<file path="src/rtl/id_stage_pipe.sv">
// -----------------------------------------------------------------------------
// id_stage_pipe
//   Registered instruction-decode stage.
//   Decodes the instruction offered by IF, reads up to three regfile sources
//   (with N-source forwarding), and captures operands, control and PC into
//   the ID/EX register.
//   It also detects a load-use hazard against the instruction in EX and
//   stalls on it. A taken BEQ resolves here: it raises a one-cycle br pulse
//   to IF, and the instruction accepted during that pulse is squashed.
//
// Ports
//   clk, reset_n                 clock, synchronous active-low reset
//   in_valid/in_ready            IF -> ID handshake
//   in_pc, in_inst               instruction PC and word
//   rN_addr/rN_read_enable       regfile read ports (combinational, N=1..3)
//   rN_data                      regfile read data (same cycle)
//   fwd_valid/fwd_addr/fwd_data  packed forwarding sources, index 0 youngest
//   ex_is_load, ex_rd_addr       load-use hazard inputs from EX
//   out_valid/out_ready          ID -> EX handshake
//   op_1/op_2/op_3               registered operands
//   mem_offset                   registered sign-extended I/S offset
//   rd_addr, rd_we, alu_op       registered destination and ALU control
//   pc_out, ID_inst              registered PC and instruction word
//   br, branch_addr              taken-branch pulse and target to IF
//
// Optional build macro ID_PERF_CNT_EN adds stall_cnt, squash_cnt, taken_cnt.
//
// Local encodings: standard RV32I opcodes/functs.
//   MAC uses custom-0 (0001011), funct3=000, funct7=0.
//   Its rs3 (accumulator) is inst[11:7], which is also rd.
// -----------------------------------------------------------------------------
module id_stage_pipe #(
    parameter int XLEN    = 32,
    parameter int RA_W    = 5,
    parameter int ALUOP_W = 4,
    parameter int NFWD    = 2
) (
    input  logic                 clk,
    input  logic                 reset_n,
    input  logic                 in_valid,
    output logic                 in_ready,
    input  logic [XLEN-1:0]      in_pc,
    input  logic [31:0]          in_inst,
    output logic [RA_W-1:0]      r1_addr,
    output logic [RA_W-1:0]      r2_addr,
    output logic [RA_W-1:0]      r3_addr,
    output logic                 r1_read_enable,
    output logic                 r2_read_enable,
    output logic                 r3_read_enable,
    input  logic [XLEN-1:0]      r1_data,
    input  logic [XLEN-1:0]      r2_data,
    input  logic [XLEN-1:0]      r3_data,
    input  logic [NFWD-1:0]      fwd_valid,
    input  logic [NFWD*RA_W-1:0] fwd_addr,
    input  logic [NFWD*XLEN-1:0] fwd_data,
    input  logic                 ex_is_load,
    input  logic [RA_W-1:0]      ex_rd_addr,
    output logic                 out_valid,
    input  logic                 out_ready,
    output logic [XLEN-1:0]      op_1,
    output logic [XLEN-1:0]      op_2,
    output logic [XLEN-1:0]      op_3,
    output logic [XLEN-1:0]      mem_offset,
    output logic [RA_W-1:0]      rd_addr,
    output logic                 rd_we,
    output logic [ALUOP_W-1:0]   alu_op,
    output logic [XLEN-1:0]      pc_out,
    output logic [31:0]          ID_inst,
    output logic                 br,
    output logic [XLEN-1:0]      branch_addr
`ifdef ID_PERF_CNT_EN
    ,
    output logic [31:0]          stall_cnt,
    output logic [31:0]          squash_cnt,
    output logic [31:0]          taken_cnt
`endif
);

    localparam logic [6:0] OPC_R      = 7'b0110011;
    localparam logic [6:0] OPC_IMM    = 7'b0010011;
    localparam logic [6:0] OPC_LOAD   = 7'b0000011;
    localparam logic [6:0] OPC_STORE  = 7'b0100011;
    localparam logic [6:0] OPC_BRANCH = 7'b1100011;
    localparam logic [6:0] OPC_MAC    = 7'b0001011;

    localparam logic [6:0] F7_BASE = 7'b0000000;
    localparam logic [6:0] F7_ALT  = 7'b0100000;

    localparam logic [ALUOP_W-1:0] ALU_ADD = ALUOP_W'(0);
    localparam logic [ALUOP_W-1:0] ALU_SUB = ALUOP_W'(1);
    localparam logic [ALUOP_W-1:0] ALU_AND = ALUOP_W'(2);
    localparam logic [ALUOP_W-1:0] ALU_OR  = ALUOP_W'(3);
    localparam logic [ALUOP_W-1:0] ALU_SLL = ALUOP_W'(4);
    localparam logic [ALUOP_W-1:0] ALU_SRA = ALUOP_W'(5);
    localparam logic [ALUOP_W-1:0] ALU_MAC = ALUOP_W'(6);

    // ---------------------------------------------------------------- fields
    logic [6:0] opcode;
    logic [2:0] funct3;
    logic [6:0] funct7;
    logic [XLEN-1:0] imm_i, imm_s, imm_b;

    assign opcode = in_inst[6:0];
    assign funct3 = in_inst[14:12];
    assign funct7 = in_inst[31:25];
    assign imm_i  = {{(XLEN-12){in_inst[31]}}, in_inst[31:20]};
    assign imm_s  = {{(XLEN-12){in_inst[31]}}, in_inst[31:25], in_inst[11:7]};
    assign imm_b  = {{(XLEN-13){in_inst[31]}}, in_inst[31], in_inst[7],
                     in_inst[30:25], in_inst[11:8], 1'b0};

    // ---------------------------------------------------------------- decode
    logic               dec_ok, dec_we, is_beq, is_addi;
    logic               en1, en2, en3;
    logic [ALUOP_W-1:0] dec_alu;
    logic [XLEN-1:0]    dec_off;

    always_comb begin
        // NOTE: every signal gets a default first so no path through the case infers a latch.
        dec_ok  = 1'b0;
        dec_we  = 1'b0;
        is_beq  = 1'b0;
        is_addi = 1'b0;
        en1     = 1'b0;
        en2     = 1'b0;
        en3     = 1'b0;
        dec_alu = ALU_ADD;
        dec_off = '0;
        case (opcode)
            OPC_R: begin
                dec_ok = 1'b1;
                case ({funct7, funct3})
                    {F7_BASE, 3'b000}: dec_alu = ALU_ADD;
                    {F7_ALT,  3'b000}: dec_alu = ALU_SUB;
                    {F7_BASE, 3'b001}: dec_alu = ALU_SLL;
                    {F7_ALT,  3'b101}: dec_alu = ALU_SRA;
                    {F7_BASE, 3'b110}: dec_alu = ALU_OR;
                    {F7_BASE, 3'b111}: dec_alu = ALU_AND;
                    default:           dec_ok  = 1'b0;
                endcase
                en1    = dec_ok;
                en2    = dec_ok;
                dec_we = dec_ok;
            end
            OPC_IMM: if (funct3 == 3'b000) begin
                dec_ok  = 1'b1;
                en1     = 1'b1;
                dec_we  = 1'b1;
                is_addi = 1'b1;
            end
            OPC_LOAD: if (funct3 == 3'b010) begin
                dec_ok  = 1'b1;
                en1     = 1'b1;
                dec_we  = 1'b1;
                dec_off = imm_i;
            end
            OPC_STORE: if (funct3 == 3'b010) begin
                dec_ok  = 1'b1;
                en1     = 1'b1;
                en2     = 1'b1;
                dec_off = imm_s;
            end
            OPC_BRANCH: if (funct3 == 3'b000) begin
                dec_ok  = 1'b1;
                en1     = 1'b1;
                en2     = 1'b1;
                is_beq  = 1'b1;
                dec_alu = ALU_SUB;
            end
            OPC_MAC: if (funct3 == 3'b000 && funct7 == F7_BASE) begin
                dec_ok  = 1'b1;
                en1     = 1'b1;
                en2     = 1'b1;
                en3     = 1'b1;
                dec_we  = 1'b1;
                dec_alu = ALU_MAC;
            end
            default: ;
        endcase
    end

    // Disabled sources present address 0, which also makes the operand
    // selector below return 0 for them without a separate enable term.
    assign r1_read_enable = en1;
    assign r2_read_enable = en2;
    assign r3_read_enable = en3;
    assign r1_addr = en1 ? RA_W'(in_inst[19:15]) : '0;
    assign r2_addr = en2 ? RA_W'(in_inst[24:20]) : '0;
    assign r3_addr = en3 ? RA_W'(in_inst[11:7])  : '0;

    // ------------------------------------------------------ operand forwarding
    // Scan from oldest to youngest so the lowest matching index wins.
    function automatic logic [XLEN-1:0] fwd_sel(input logic [RA_W-1:0] addr,
                                                 input logic [XLEN-1:0] rf_val);
        logic [XLEN-1:0] val;
        val = rf_val;
        for (int i = NFWD - 1; i >= 0; i--) begin
            if (fwd_valid[i] && fwd_addr[i*RA_W +: RA_W] == addr)
                val = fwd_data[i*XLEN +: XLEN];
        end
        if (addr == '0)
            val = '0;
        return val;
    endfunction

    logic [XLEN-1:0] src1, src2, src3, opb;
    assign src1 = fwd_sel(r1_addr, r1_data);
    assign src2 = fwd_sel(r2_addr, r2_data);
    assign src3 = fwd_sel(r3_addr, r3_data);
    assign opb  = is_addi ? imm_i : src2;

    // --------------------------------------------------------------- control
    logic stall, adv, xfer, issue, taken;

    // Forwarding cannot help a load still in EX, so any match stalls.
    assign stall = ex_is_load && (ex_rd_addr != '0) &&
                   ((en1 && r1_addr == ex_rd_addr) ||
                    (en2 && r2_addr == ex_rd_addr) ||
                    (en3 && r3_addr == ex_rd_addr));

    assign adv      = out_ready || !out_valid;
    assign in_ready = reset_n && !stall && adv;
    assign xfer     = in_valid && in_ready;
    // While br is high the transferred instruction is on the wrong path.
    assign issue    = xfer && dec_ok && !br;
    assign taken    = issue && is_beq && (src1 == src2);

    // -------------------------------------------------------- ID/EX register
    always_ff @(posedge clk) begin
        if (!reset_n) begin
            // NOTE: sequential state uses non-blocking assignments only.
            out_valid   <= 1'b0;
            op_1        <= '0;
            op_2        <= '0;
            op_3        <= '0;
            mem_offset  <= '0;
            rd_addr     <= '0;
            rd_we       <= 1'b0;
            alu_op      <= '0;
            pc_out      <= '0;
            ID_inst     <= '0;
            br          <= 1'b0;
            branch_addr <= '0;
        end else begin
            br <= taken;
            if (taken)
                branch_addr <= in_pc + imm_b;
            if (adv) begin
                out_valid <= issue;
                if (issue) begin
                    op_1       <= src1;
                    op_2       <= opb;
                    op_3       <= src3;
                    mem_offset <= dec_off;
                    rd_addr    <= dec_we ? RA_W'(in_inst[11:7]) : '0;
                    rd_we      <= dec_we;
                    alu_op     <= dec_alu;
                    pc_out     <= in_pc;
                    ID_inst    <= in_inst;
                end
            end
        end
    end

`ifdef ID_PERF_CNT_EN
    always_ff @(posedge clk) begin
        if (!reset_n) begin
            stall_cnt  <= '0;
            squash_cnt <= '0;
            taken_cnt  <= '0;
        end else begin
            if (stall && in_valid)
                stall_cnt <= stall_cnt + 32'd1;
            if (xfer && br)
                squash_cnt <= squash_cnt + 32'd1;
            if (br)
                taken_cnt <= taken_cnt + 32'd1;
        end
    end
`endif

endmodule

</file>
<file path="config.mk">
export PLATFORM = sky130hd
export DESIGN_NAME = id_stage_pipe
export DESIGN_NICKNAME = d
export VERILOG_FILES = /design/src/rtl/id_stage_pipe.sv
export SDC_FILE = /design/constraint.sdc
export NUM_CORES = 1
export LEC_CHECK = 0
export ABC_AREA = 1
export BUFFER_PORTS_ARGS = -buffer_cell sky130_fd_sc_hd__buf_2
export CAP_MARGIN = 20
export CORE_AREA = 8 8 189 191
export DETAILED_ROUTE_END_ITERATION = 10
export DIE_AREA = 0 0 197 199
export PLACE_DENSITY_LB_ADDON = 0.1
export SYNTH_ARGS = -nofsm -noshare
export SYNTH_HDL_FRONTEND = slang
export SYNTH_SLANG_ARGS = --single-unit
export TNS_END_PERCENT = 1
</file>
<file path="constraint.sdc">
create_clock -name clk -period 3.55 [get_ports clk]
set_input_delay 0.355 -clock clk [delete_from_list [all_inputs] [get_ports clk]]
set_output_delay 0.355 -clock clk [all_outputs]
set_load 0.02 [all_outputs]
</file>
==> results of run 1 <==
## layout by cell type (no fill, tap or decap), types with 26 or more instances in the layout
cell	synthesis	routed
o211ai_1	44	44
buf_2	37	498
clkbuf_16	0	29
o21ai_0	141	141
buf_4	26	228
nand2_1	483	467
nor2_1	298	287
nand4_1	78	78
a21oi_1	164	164
inv_2	28	29
inv_1	163	163
ha_1	30	30
mux2i_1	26	26
dfxtp_1	215	215
nand3_1	179	174
o21a_1	44	44
## flip-flops by register name, indices dropped and copies added, names as in the netlist, 3 cells and up
name	flops
mem_offset	12
ID_inst	32
op_1	32
op_2	32
op_3	32
alu_op	3
branch_addr	32
rd_addr	5
pc_out	32
## through the flow
step | utilization, % | std cells | power [mW] | worst slack (ns) | TNS, ns
final | 60.50 | 3308 | 6.272 | 0.1456 | 0
after global routing | 60.49 | 3307 | 6.463 | -0.03008 | -0.1530
after CTS | 59.75 | 3298 | 6.259 | 0.01915 | 0
after detailed placement | 57.04 | 3253 | 3.467 | -0.5521 | -19.07
after global placement | 57.04 | 3253 | 3.463 | -0.4580 | -14.64
after floorplan | - | 2204 | 2.967 | 0.4175 | 0
## cell type report
type                    count  area (µm²)
clock inverters            12       163.9
diodes                      6       15.01
fillers                  3261       12980
clock buffers              33       728.2
flip-flops and latches    215        4304
repair buffers            755        4772
well taps                 448       560.5
inverters                 195       734.5
multi-input cells        1644        8602
## report_power, final
group          internal (mW)  total (mW)  switching [mW]
combinational          0.415        1.04           0.621
clock                   1.67        2.82            1.15
sequential              2.41        2.42         0.00134
total                   4.50        6.27            1.77
## worst reg2reg max path, delay by kind of cell (launching register included)
family | cells | cell delay (ns)
buf+inv | 4 | 0.85
simple gates | 4 | 0.48
compound gates | 2 | 0.38
flops | 1 | 0.33
## per-layer routing
metal  vias to the layer above  part of all wire [%]
li1                       8578                     -
met1                      8323                    38
met2                       884                    48
met3                       166                   9.2
met4                         0                   5.1
met5                         -                     0
## logic make-up (layout without fill, tap and decap cells)
| family | after synthesis | after routing | synth area share (%) |
|---|---|---|---|
| AOI/OAI and AO/OA | 430 | 430 | 17.18 |
| xor gates and xnor gates | 47 | 47 | 2.880 |
| adders and majority gates | 31 | 31 | 2.766 |
| buffers and inverters | 345 | 995 | 10.80 |
| DFF | 215 | 215 | 30.11 |
| muxes | 26 | 26 | 1.821 |
| other | 1 | 7 | 0.02624 |
| and+or+nand+nor | 1109 | 1109 | 34.40 |
## repair_timing
action                                  4_1_cts  5_1_grt
buffers inserted                              0        2
endpoints found under the setup margin        0       33
resized for setup                             0       45
## path summary, 6_finish.rpt
path	from	endpoint	slack, ns
worst max-delay path	in_inst[31]	branch_addr[16]	0.15
worst min-delay path	in_pc[12]	pc_out[12]	0.05
worst max register to register	out_valid	mem_offset[4]	1.43
worst min register to register	rd_we	rd_we	0.45
==> flow_summary.json, run 1 <==
{
  "initial_core_util_pct": 43.49,
  "use_met2_pct": 59.49,
  "crit_fanout": 15,
  "place_congestion": 1.051,
  "place.port_buffers": 499,
  "path_depth": 29,
  "drive_gt1_share_pct": 31.74,
  "tightest_slew_ns": 1.049,
  "grt_max_degree": 105,
  "cp_top_family": "simple AND/OR/NAND/NOR gates",
  "worst_path_most_repeated_cell": "nand2_1",
  "dr.pass1.iters": 8,
  "crit_type": "input pin to flop",
  "design_area_mm2": 0.01988,
  "synth_common_cells": "483 x nand2_1, 298 x nor2_1, 215 x dfxtp_1",
  "gr-usage-met1_pct": 38.43,
  "maxSlewViolCount": 0,
  "dp_hpwl_um": 56260,
  "maxCapViolCount": 0,
  "avgSynthCellArea_um2": 6.485,
  "synth_edf_count": 0,
  "syn_area_mm2": 0.01429,
  "ys.flop_type": "dfxtp_1",
  "clock_sinks": 215,
  "globalRouteOverflowTotal": 0,
  "place_area_mm2": 0.01874,
  "yosysTopAreaCellShare_pct": 30.11,
  "die_area_mm2": 0.03920,
  "fmax_mhz": 293.7,
  "cp_slowest_cell": "nor2_4",
  "cts-root-buf": "clkbuf_16",
  "required_ns": 3.99,
  "htreeDepth": 1,
  "synth_area_leaders": "dfxtp_1 30%, nand2_1 13%, nor2_1 7.8%, nand3_1 6.3%, a21oi_1 5.7%",
  "yosysWarnings": 0,
  "grt_use_total_pct": 33.97,
  "cp.arrival_ns": 3.85,
  "cts.path.max_buffers": 3,
  "vias_per_cell": 5.427,
  "grt_busiest_layer": "met2",
  "cts_buffers": 26,
  "synthCells": 2204,
  "die_w_um": 197,
  "synth.distinct_cells": 48,
  "max_stage_delay_ns": 0.22,
  "antenna_found_initial": 5,
  "p_leak_nw": 11.05,
  "grt_pass1_vias": 17470,
  "yosysSeqAreaShare_pct": 30.11,
  "hold_violations": 0,
  "p_per_area_mw_per_mm2": 315.5,
  "core_area_mm2": 0.03286,
  "fin_crit_sh_pct": 95.90,
  "fin_skew_ns": 0.02040,
  "rsz0062_at_grt": "yes",
  "whs_ns": 0.05426,
  "worstSetupEndpointType": "flop",
  "area_delta_synth_final_pct": 39.10,
  "wl_um": 70480,
  "drt-wirelength-per-cell_um": 21.31,
  "ir_drop_mv": 0.3846,
  "synth.net_count": 2481,
  "period_minus_slack_ns": 3.404,
  "nNetsFinal": 3114,
  "ys_ff_latch": 215,
  "use_met3_pct": 8.256,
  "hold_depth": 3,
  "grt_pass1_wl_um": 103800,
  "path_buf_inv": 4,
  "drc": 0,
  "clk_pin_slew_ns": 0.07,
  "clock_latency_ns": 0.55,
  "via_count": 17950,
  "synth.most_common_cell": "nand2_1",
  "setup_viol_count_final": 0,
  "fp.dieH_um": 199,
  "slew_headroom_pct": 30.05,
  "detail-route-antenna-nets": 0,
  "hold_buffers": 0,
  "reg2reg_depth": 10,
  "drt-initial-drc-count": 1386,
  "worst_setup_path_start_kind": "input pin",
  "io_pins": 501,
  "core.rowCount": 67,
  "synth_area_leader_cell": "dfxtp_1",
  "status": "finished clean",
  "min_path_type": "input pin to flop",
  "async_flop_share_pct": 0,
  "cts_tree": "yes"
}
Note: power is estimated with default switching activity, not from simulation.
==> run 2, diff against run 1 <==
--- a/config.mk
+++ b/config.mk
@@ -12,6 +12,7 @@
 export DETAILED_ROUTE_END_ITERATION = 10
 export DIE_AREA = 0 0 197 199
 export PLACE_DENSITY_LB_ADDON = 0.1
+export SETUP_SLACK_MARGIN = 0.5
 export SYNTH_ARGS = -nofsm -noshare
 export SYNTH_HDL_FRONTEND = slang
 export SYNTH_SLANG_ARGS = --single-unit
==> run 2 against run 1 <==
Clock power is 7.8% lower. Fmax increased by 2.0%. Non-clock buffer count increased by 33. Global-route usage up 0.18 points. Power decreased by 3.1%. Die area stayed put. Largest cell class unchanged. Critical path type unchanged. Worst hold slack gained 0.0080 ns. Combinational power barely moved. First-iteration DRC count is 5.9% lower. Core utilization grew 1.8 points. Clock-buffer cell count rose by 2. Highest routed layer unchanged.
==> flow_summary.json, run 2 (same netlist as run 1, synthesis figures left out) <==
{
  "status": "finished clean",
  "rr_endpoint": "op_2[4]",
  "cts-root-buf": "clkbuf_16",
  "wl_um": 71310,
  "rsz0062_at_grt": "yes",
  "hold-path-endpoint": "pc_out[22]",
  "drive_gt1_share_pct": 34.13,
  "die_w_um": 197,
  "antenna_found_initial": 1,
  "grt_pass1_vias": 17280,
  "max_stage_delay_ns": 0.26,
  "p_leak_nw": 11.27,
  "clk_pin_slew_ns": 0.06,
  "final_common_cell": "buf_2",
  "core.rowCount": 67,
  "hold_violations": 0,
  "place.port_buffers": 499,
  "drt-initial-drc-count": 1304,
  "fp.dieH_um": 199,
  "crit_type": "input pin to flop",
  "required_ns": 3.99,
  "worst_path_most_repeated_cell": "nand3_1",
  "rr_startpoint": "out_valid",
  "die_area_mm2": 0.03920,
  "clock_sinks": 215,
  "worst_setup_path_start_kind": "input pin",
  "clock_latency_ns": 0.55,
  "rrSetupSlack_ns": 1.56,
  "tightest_slew_ns": 0.7564,
  "cts_buffers": 26,
  "cp_slowest_cell": "nor2_4",
  "core_area_mm2": 0.03286,
  "cts_tree": "yes",
  "drt-wirelength-per-cell_um": 21.38,
  "grt_pass1_wl_um": 103100,
  "detail-route-antenna-nets": 0,
  "setup_tns_ns": 0,
  "area_delta_synth_final_pct": 43.18,
  "worstSetupEndpointType": "flop",
  "vias_per_cell": 5.443,
  "drc": 0,
  "htreeDepth": 1,
  "finish.utilization_pct": 62.28,
  "globalRouteOverflowTotal": 0,
  "maxCapViolCount": 0,
  "initial_core_util_pct": 43.49,
  "grt_max_degree": 69,
  "ir_drop_mv": 0.4481,
  "nNetsFinal": 3149,
  "cp.arrival_ns": 3.78,
  "via_count": 18160,
  "whs_ns": 0.06227,
  "fmax_mhz": 299.6,
  "period_minus_slack_ns": 3.338,
  "min_path_type": "input pin to flop",
  "slew_headroom_pct": 49.58,
  "reg2reg_depth": 8,
  "fin_crit_sh_pct": 94.02,
  "grt_use_total_pct": 34.15,
  "place_congestion": 1.081,
  "hp-start": "in_pc[22]",
  "p_per_area_mw_per_mm2": 296.9,
  "maxSlewViolCount": 0,
  "hold_depth": 3,
  "dp_hpwl_um": 56040,
  "crit_fanout": 8,
  "fillers": 3258,
  "mostFrequentLayoutCells": "497 x buf_2, 448 x nand2_1, 275 x nor2_1",
  "fin_skew_ns": 0.01038,
  "dr.pass1.iters": 6,
  "setup_viol_count_final": 0,
  "io_pins": 501,
  "cts.path.max_buffers": 3
}
[run 2: cell count changes in the layout (fill, tap and decap cells not counted), sizes merged]
cell      previous run  this run
clkbuf              35        41
diode                6         2
buf                753       782
inv                195       194
nand2              495       497
clkinvlp             6         1
clkinv               3         5
bufinv               3         2
[run 2: worst max path at each step]
stage	startpoint	endpoint
6_report	in_inst[29]	branch_addr[22]
5_1_grt	in_inst[13]	branch_addr[25]
4_1_cts	in_inst[31]	branch_addr[8]
3_5_place_dp	in_inst[1]	branch_addr[25]
3_3_place_gp	in_inst[1]	branch_addr[21]
2_1_floorplan	in_inst[1]	branch_addr[10]
[run 2: stage by stage]
| step | setup slack, ns | area [µm²] | power, mW | std cells |
|---|---|---|---|---|
| 2_1_floorplan | 0.4417 | 14320 | 2.970 | 2204 |
| 5_1_grt | 0.03010 | 20460 | 6.276 | 3335 |
| 6_report | 0.2122 | 20460 | 6.075 | 3336 |
| 3_5_place_dp | -0.3342 | 18850 | 3.468 | 3266 |
| 3_3_place_gp | -0.3965 | 18850 | 3.466 | 3266 |
| 4_1_cts | 0.3710 | 19980 | 6.080 | 3319 |
[run 2: power breakdown]
group	switching (mW)	internal (mW)
clock network	1.06	1.55
logic	0.636	0.420
registers	0.00133	2.42
total	1.69	4.38
[run 2: final cells by class]
type	instances	area, µm²	share of cell area [%]
Clock inverter	7	103.9	0.5075
Clock buffer	35	714.4	3.491
Multi-Input combinational cell	1646	8827	43.13
Timing Repair Buffer	788	5211	25.46
Sequential cell	215	4304	21.03
Antenna cell	2	5.005	0.02446
Tap cell	448	560.5	2.739
Inverter	195	738.2	3.607
[run 2: worst max-delay path: cells and delay by family]
kind                   cells  cell delay (ns)
AND/OR/NAND/NOR           21             2.45
buffers and inverters      7             0.95
[run 2: routing by layer]
layer,share of wire [%],track usage [%],up-vias
li1,-,-,8629
met1,37,38.40,8363
met2,47,58.14,964
met3,9.4,8.120,203
met4,6.4,20.90,0
met5,0,0,-
[run 2: what timing repair did]
action	in CTS	in global routing
pin swaps	12	28
hold buffers	0	0
endpoints found under the setup margin	33	52
gates resized for setup	47	63
cloned	3	8
buffers inserted	8	7
